--- config.mk ---
export PLATFORM = sky130hd
export DESIGN_NAME = localizer_sequencer
export DESIGN_NICKNAME = d
export VERILOG_FILES = /design/src/rtl/localizer_sequencer.sv
export SDC_FILE = /design/constraint.sdc
export NUM_CORES = 1
export LEC_CHECK = 0
export ABC_AREA = 1
export CAP_MARGIN = 40
export CORE_AREA = 2 2 219 221
export CTS_BUF_LIST = sky130_fd_sc_hd__clkbuf_8
export DETAILED_ROUTE_END_ITERATION = 7
export DIE_AREA = 0 0 221 223
export HOLD_SLACK_MARGIN = 0.1
export RECOVER_POWER = 50
export SYNTH_ARGS = -nofsm -noshare
export SYNTH_HDL_FRONTEND = slang
export SYNTH_SLANG_ARGS = --single-unit
--- constraint.sdc ---
create_clock -name clk -period 32.9 [get_ports clk]
set_input_delay 8.225 -clock clk [delete_from_list [all_inputs] [get_ports clk]]
set_output_delay 8.225 -clock clk [all_outputs]
set_load 0.05 [all_outputs]
--- src/rtl/localizer_sequencer.sv ---
// Collects one TDOA triple from three mic channels, drives localizer_2, waits for it
// to settle, then presents the latched position on a valid/ready port.
module localizer_sequencer #(
  parameter int unsigned TAU_W         = 34,
  parameter int unsigned POS_W         = 84,
  parameter int unsigned SETTLE_CYCLES = 4,
  parameter int unsigned WINDOW        = 64,
  parameter int unsigned DROP_W        = 8
) (
  input  logic              clk,
  input  logic              rst,
  input  logic [2:0]        tau_valid_i,
  input  logic [TAU_W-1:0]  tau_in_0_i,
  input  logic [TAU_W-1:0]  tau_in_1_i,
  input  logic [TAU_W-1:0]  tau_in_2_i,
  output logic [TAU_W-1:0]  loc_tau1_o,
  output logic [TAU_W-1:0]  loc_tau2_o,
  output logic [TAU_W-1:0]  loc_tau3_o,
  input  logic [POS_W-1:0]  loc_posx_i,
  input  logic [POS_W-1:0]  loc_posy_i,
  output logic [POS_W-1:0]  pos_x_o,
  output logic [POS_W-1:0]  pos_y_o,
  output logic              pos_valid_o,
  input  logic              pos_ready_i,
  output logic              busy_o,
  output logic [DROP_W-1:0] drop_count_o
);

  localparam int unsigned WIN_W = (WINDOW > 2) ? $clog2(WINDOW) : 1;
  localparam int unsigned SET_W = (SETTLE_CYCLES > 1) ? $clog2(SETTLE_CYCLES) : 1;
  localparam logic [WIN_W-1:0] WIN_LAST = WIN_W'(WINDOW - 1);
  localparam logic [SET_W-1:0] SET_LAST = SET_W'(SETTLE_CYCLES - 1);

  typedef enum logic [1:0] {S_IDLE, S_COLLECT, S_SETTLE, S_OUT} state_t;

  state_t              state_q, state_d;
  logic [2:0]          cap_q, cap_d;
  logic [TAU_W-1:0]    stage_q [3];
  logic [TAU_W-1:0]    stage_d [3];
  logic [TAU_W-1:0]    ltau_q  [3];
  logic [TAU_W-1:0]    ltau_d  [3];
  logic [WIN_W-1:0]    win_q, win_d;
  logic [SET_W-1:0]    set_q, set_d;
  logic [POS_W-1:0]    pos_x_q, pos_x_d, pos_y_q, pos_y_d;
  logic                pv_q, pv_d;
  logic                busy_q;
  logic [DROP_W-1:0]   drop_q, drop_d;
  logic [TAU_W-1:0]    tau_in_c [3];
  logic [2:0]          take_c;
  logic                launch_c;

  assign tau_in_c[0] = tau_in_0_i;
  assign tau_in_c[1] = tau_in_1_i;
  assign tau_in_c[2] = tau_in_2_i;

  // Next-state and datapath: capture, window timeout, settle count, handshake
  always_comb begin
    state_d  = state_q;
    cap_d    = cap_q;
    win_d    = win_q;
    set_d    = set_q;
    pos_x_d  = pos_x_q;
    pos_y_d  = pos_y_q;
    pv_d     = pv_q;
    drop_d   = drop_q;
    launch_c = 1'b0;
    take_c   = 3'b000;
    for (int k = 0; k < 3; k++) begin
      stage_d[k] = stage_q[k];
      ltau_d[k]  = ltau_q[k];
    end

    if (state_q == S_IDLE)         take_c = tau_valid_i;
    else if (state_q == S_COLLECT) take_c = tau_valid_i & ~cap_q;
    for (int k = 0; k < 3; k++) begin
      if (take_c[k]) stage_d[k] = tau_in_c[k];
    end

    case (state_q)
      S_IDLE: begin
        if (|tau_valid_i) begin
          cap_d = tau_valid_i;
          win_d = '0;
          if (&tau_valid_i) launch_c = 1'b1;
          else              state_d  = S_COLLECT;
        end
      end
      S_COLLECT: begin
        cap_d = cap_q | take_c;
        win_d = WIN_W'(win_q + 1'b1);
        // completion takes priority over a timeout on the same edge
        if (&cap_d) begin
          launch_c = 1'b1;
        end else if (win_d == WIN_LAST) begin
          cap_d   = '0;
          state_d = S_IDLE;
          if (drop_q != '1) drop_d = DROP_W'(drop_q + 1'b1);
        end
      end
      S_SETTLE: begin
        if (set_q == SET_LAST) begin
          pos_x_d = loc_posx_i;
          pos_y_d = loc_posy_i;
          pv_d    = 1'b1;
          state_d = S_OUT;
        end else begin
          set_d = SET_W'(set_q + 1'b1);
        end
      end
      S_OUT: begin
        if (pv_q && pos_ready_i) begin
          pv_d    = 1'b0;
          state_d = S_IDLE;
        end
      end
      default: state_d = S_IDLE;
    endcase

    if (launch_c) begin
      state_d = S_SETTLE;
      cap_d   = '0;
      set_d   = '0;
      for (int k = 0; k < 3; k++) ltau_d[k] = stage_d[k];
    end
  end

  always_ff @(posedge clk or posedge rst) begin
    if (rst) begin
      state_q <= S_IDLE;
      cap_q   <= '0;
      win_q   <= '0;
      set_q   <= '0;
      pos_x_q <= '0;
      pos_y_q <= '0;
      pv_q    <= 1'b0;
      busy_q  <= 1'b0;
      drop_q  <= '0;
      for (int k = 0; k < 3; k++) begin
        stage_q[k] <= '0;
        ltau_q[k]  <= '0;
      end
    end else begin
      state_q <= state_d;
      cap_q   <= cap_d;
      win_q   <= win_d;
      set_q   <= set_d;
      pos_x_q <= pos_x_d;
      pos_y_q <= pos_y_d;
      pv_q    <= pv_d;
      busy_q  <= (state_d != S_IDLE);
      drop_q  <= drop_d;
      for (int k = 0; k < 3; k++) begin
        stage_q[k] <= stage_d[k];
        ltau_q[k]  <= ltau_d[k];
      end
    end
  end

  assign loc_tau1_o   = ltau_q[0];
  assign loc_tau2_o   = ltau_q[1];
  assign loc_tau3_o   = ltau_q[2];
  assign pos_x_o      = pos_x_q;
  assign pos_y_o      = pos_y_q;
  assign pos_valid_o  = pv_q;
  assign busy_o       = busy_q;
  assign drop_count_o = drop_q;

endmodule
Word-level counts from Yosys, hierarchy flattened
Cells that the tools add are included.
- bitwise operators: 4
- $add $sub $neg: 3
- reduce and logical (&&, ||, !) cells: 16
- muxes and demuxes: 30
- eq/ne operators: 11
- operators with widths (kind ; count):
    $mux 34 ; 3
    $mux 2 ; 10
    $mux 3 ; 6
    $pmux 6 s2 ; 1
    $reduce_and 3->1 ; 3
    $add 8x1->8 const B ; 1
    $ne 8x8->1 const B ; 1
    $pmux 2 s4 ; 1
    $reduce_and 2->1 ; 4
    $reduce_bool 2->1 ; 4
    $add 6x1->6 const B ; 1
    $eq 2x2->1 const B ; 3
    $eq 6x6->1 const B ; 1
    $mux 6 ; 1
    $ne 2x2->1 const B ; 3
    $pmux 3 s2 ; 1
    $mux 1 ; 5
    $pmux 1 s2 ; 2
    $reduce_and 4->1 ; 1
    $and 3x3->3 ; 1
    $ne 3x2->1 const B ; 1
    $not 3->3 ; 1
    $or 3x3->3 ; 1
    $reduce_bool 3->1 ; 1
    other kinds (7) ; 7
- flip-flop bits (word level): 395

Longest topological paths before layout
- word-level depth: 10
- gate-level depth with buffers: 11
- gate-level depth less buffers: 10

Worst setup path before layout
Ideal clock, no wire load.
- path kind: input to register
- from: input port tau_valid_i[1]
- to: register ltau_q, in the netlist loc_tau3_o[10]
- buffers on the path: 3
- stages: 9
- slack: 23.720 ns
- arrival: 9.061 ns
- path through: nand2_1 -> nand2_1 -> nand4_1 -> nand2_1 -> buf_2 -> buf_6 -> buf_6 -> nand2_1 -> nand2_1
- word-level cells in the longest chain between the ends: 7
- elaborated cells on any way between the ends: 11
- classes of those cells: mux: 6; bitwise: 2; reduce/logical: 3
- RTL lines (item ; line ; source):
    start: declaration ; 12 ; input logic [2:0] tau_valid_i,
    $and 3x3->3 ; 74 ; else if (state_q == S_COLLECT) take_c = tau_valid_i & ~cap_q;
    $mux 3 ; 74 ;
    $mux 3 ; 73 ; if (state_q == S_IDLE) take_c = tau_valid_i;
    $or 3x3->3 ; 89 ; cap_d = cap_q | take_c;
    $reduce_and 3->1 ; 92 ; if (&cap_d) begin
    $mux 1 ; 92 ;
    $pmux 1 s2 (*) ; 79 ; case (state_q)
    end signal: indexed assignment ; 154 ; ltau_q[k] <= ltau_d[k];
    end: declaration ; 40 ; logic [TAU_W-1:0] ltau_q [3];
Mark *: on every way between the ends. The rest lies on a longest branch, timed or not.
A chain may end at the register's enable or synchronous reset.

==> impl_metrics.yaml <==
timing:
  finalHoldViolCount: 0
  timing.fmax_mhz: 68.8
  worst_pin_slew_ns: 5.65
  finalCriticalPeriod_ns: 14.54
  maxSlewHeadroom_pct: -277
  fin_crit_sh_pct: 44.2
  timing.hold.ws_ns: 0.470
  rsz0062_at_grt: "no"
  setup_violations: 0
  fin_skew_ns: 0.0231
  final.setup.tns_ns: 0
  drv_slew: 445
  setup_ws_ns: 18.36
synthesis:
  synthesis.nets: 1691
  synth_adder_area_share_pct: 0.326
  netlist_instances: 1411
  synthesis.area_sq_um: 15400
  synth_xor_area_share_pct: 0.171
  synth_seq_cells: 395
  synth_cell_type_count: 29
  synthMuxAreaShare_pct: 12.3
  synth_area_per_cell_sq_um: 10.9
  synth_top_family_by_area: "simple AND/OR/NAND/NOR gates"
  ys_warn_count: 0
  synth_compound_area_share_pct: 4.03
  ys_seq_area_share_pct: 64.4
  yosys.area_share.simple_pct: 13.3
routing:
  antenna_left: 0
  route.detailed.drc: 0
  route.vias.total: 11700
  dr.max_layer_used: "met5"
  dr_wl_met3_mm: 3.36
  drtIter0Drc: 694
  wl_met2_mm: 22.5
  drt_first_pass_iters: 5
  vias_per_cell: 4.40
  avgRoutedWirePerCell_um: 17.2
  wirelength_mm: 45.8
  met1Wirelength_mm: 19.0
setup_path:
  crit_chain: "dlygate4sd3_1, clkinvlp_2, clkbuf_1"
  crit_cells: 3
  cp_data_arrival_time_ns: 13.92
  cp_top_family: "buffers and inverters"
  startpoint_type: "input port"
  crit_fanout: 102
  end_kind: "asynchronous set/reset pin"
  required_ns: 32.28
  crit_type: "in2async"
  critical-path-max-stage-delay_ns: 4.00
  crit_buf_inv: 3
  cp_slowest_cell: "clkbuf_1"
  r2r_cells: 7
pwr:
  p_leak_nw: 10.9
  ir_drop_mv: 0.0652
  power_density_nw_per_um2: 116
  p_total_mw: 2.68
hold_path:
  whs_path_depth: 2
  hold_class: "reg2reg"
cts:
  cts-root-buf: "clkbuf_8"
  ctsHoldBuffers: 0
  cts_resized: 0
  postCtsSetupBuffers: 0
  cts.sinks: 395
  clockBufferDepth: 3
  clock_latency_ns: 0.65
  cts_buffers: 72
  cts_tree: "done"
  clkTransAtPathRegs_ns: 0.06
  cts.htree.levels: 3
placement:
  portBuffers: 555
  place_ws_ns: 21.78
  dpl.hpwl_mm: 32.6
  dp_cells: 2532
  globalplace.congestion: 0.799
  dpl-instance-area_sq_um: 21600
global_route:
  overflow: 0
  grt_max_degree: 103
  antenna_found_initial: 10
  grt_pass1_vias: 12100
  grt_pass1_wl_mm: 71.6
  gr-usage-all-layers_pct: 18.5
finish:
  layout-drive-gt1-share_pct: 9.26
  stdcell_count: 2663
  fin_area_sq_um: 23100
  layout.nets: 2271
  postLayoutCoreUtil_pct: 48.9
  area_delta_synth_final_pct: 50.2
floorplanning:
  io_pins: 556
  die_area_sq_um: 49300
  core_sq_um: 47100
  start_util_pct: 32.6
  num_rows: 80
  die_w_um: 221
  die_y_um: 223
flow_run:
  cap_violations: 7
run_status:
  violations: "capacitance limit, slew limit"
  status: "finished, violations left"
[cell usage after synthesis, drive strengths merged]
cell    number  area share (%)
o21bai       4            0.27
buf         55             2.0
nand3       14            0.46
inv        134             3.3
xnor2        2            0.11
o22ai        3            0.12
ha           4            0.33
o21a         1           0.049
nor2        15            0.38
xor2         1           0.057
o21ai      106             3.5
nor3         2           0.098
mux2       168              12
nand4       11            0.45
clkbuf       8            0.20
dfrtp      395              64
nand2      481              12
nand3b       2           0.098
or3          1           0.041
a21oi        4            0.13
[metal layers]
layer | GRT usage, % | vias up
met4 | 5.93 | 6
met3 | 6.48 | 72
li1 | - | 5631
met5 | 0 | -
met1 | 22.8 | 5621
met2 | 30.6 | 381
[cells by family after synthesis]
family          count (synthesis)
fa+ha+maj                       4
simple gates                  526
compound gates                118
flops                         395
mux                           168
buf+inv                       197
xor+xnor                        3
[worst reg2reg max path: cells and delay by family (launching register included)]
| kind | cells | cell delay (ns) |
|---|---|---|
| flip-flops | 1 | 0.47 |
| AND/OR/NAND/NOR | 3 | 0.33 |
| buffers and inverters | 2 | 2.01 |
| AO/OA/AOI/OAI | 2 | 0.74 |
[placed cells by master, fill, tap and decap left out, drive strengths merged]
cell	n
o21bai	4
o21ai	106
diode	6
o22ai	3
ha	4
nor3	2
nand4	11
nand3	14
xor2	1
clkbuf	105
dfrtp	395
clkdlybuf4s50	382
a21oi	4
nand2	481
mux2	168
xnor2	2
or3	1
nor2	15
nand3b	2
clkinv	6
inv	149
bufinv	4
buf	6
dlygate4sd3	173
clkinvlp	3
o21a	1
[power by group]
group	internal, mW	total, mW	switching [mW]
Combinational	0.446	1.34	0.895
Sequential	0.723	0.840	0.118
Clock	0.295	0.502	0.207
[worst paths after layout]
kind,endpoint,slack [ns],start
setup / recovery,pos_x_o[17],18.36,rst
hold / removal,loc_tau3_o[32],0.47,loc_tau3_o[32]
setup reg to reg,loc_tau2_o[5],29.25,state_q[1]
hold reg to reg,loc_tau3_o[32],0.47,loc_tau3_o[32]
max in group clk,loc_tau2_o[5],21.61,tau_valid_i[1]
min in group asynchronous,pos_y_o[49],8.48,rst
[final cells by class]
type,count,area [sq um]
antenna,6,15.0
clock buffer,97,1340
clock inverter,28,245
fill,4422,24100
inverter,134,507
multi-input combinational,819,4650
sequential,395,9880
tap,615,769
timing repair buffer,569,5650
[sequential cells by signal, indices dropped and copies added (netlist names), 3 cells and up]
signal / cells
loc_tau2_o: 34
stage_q: 102
win_q: 6
drop_count_o: 8
loc_tau1_o: 34
pos_x_o: 84
pos_y_o: 84
loc_tau3_o: 34
cap_q: 3
(Power assumes the default switching activity.)
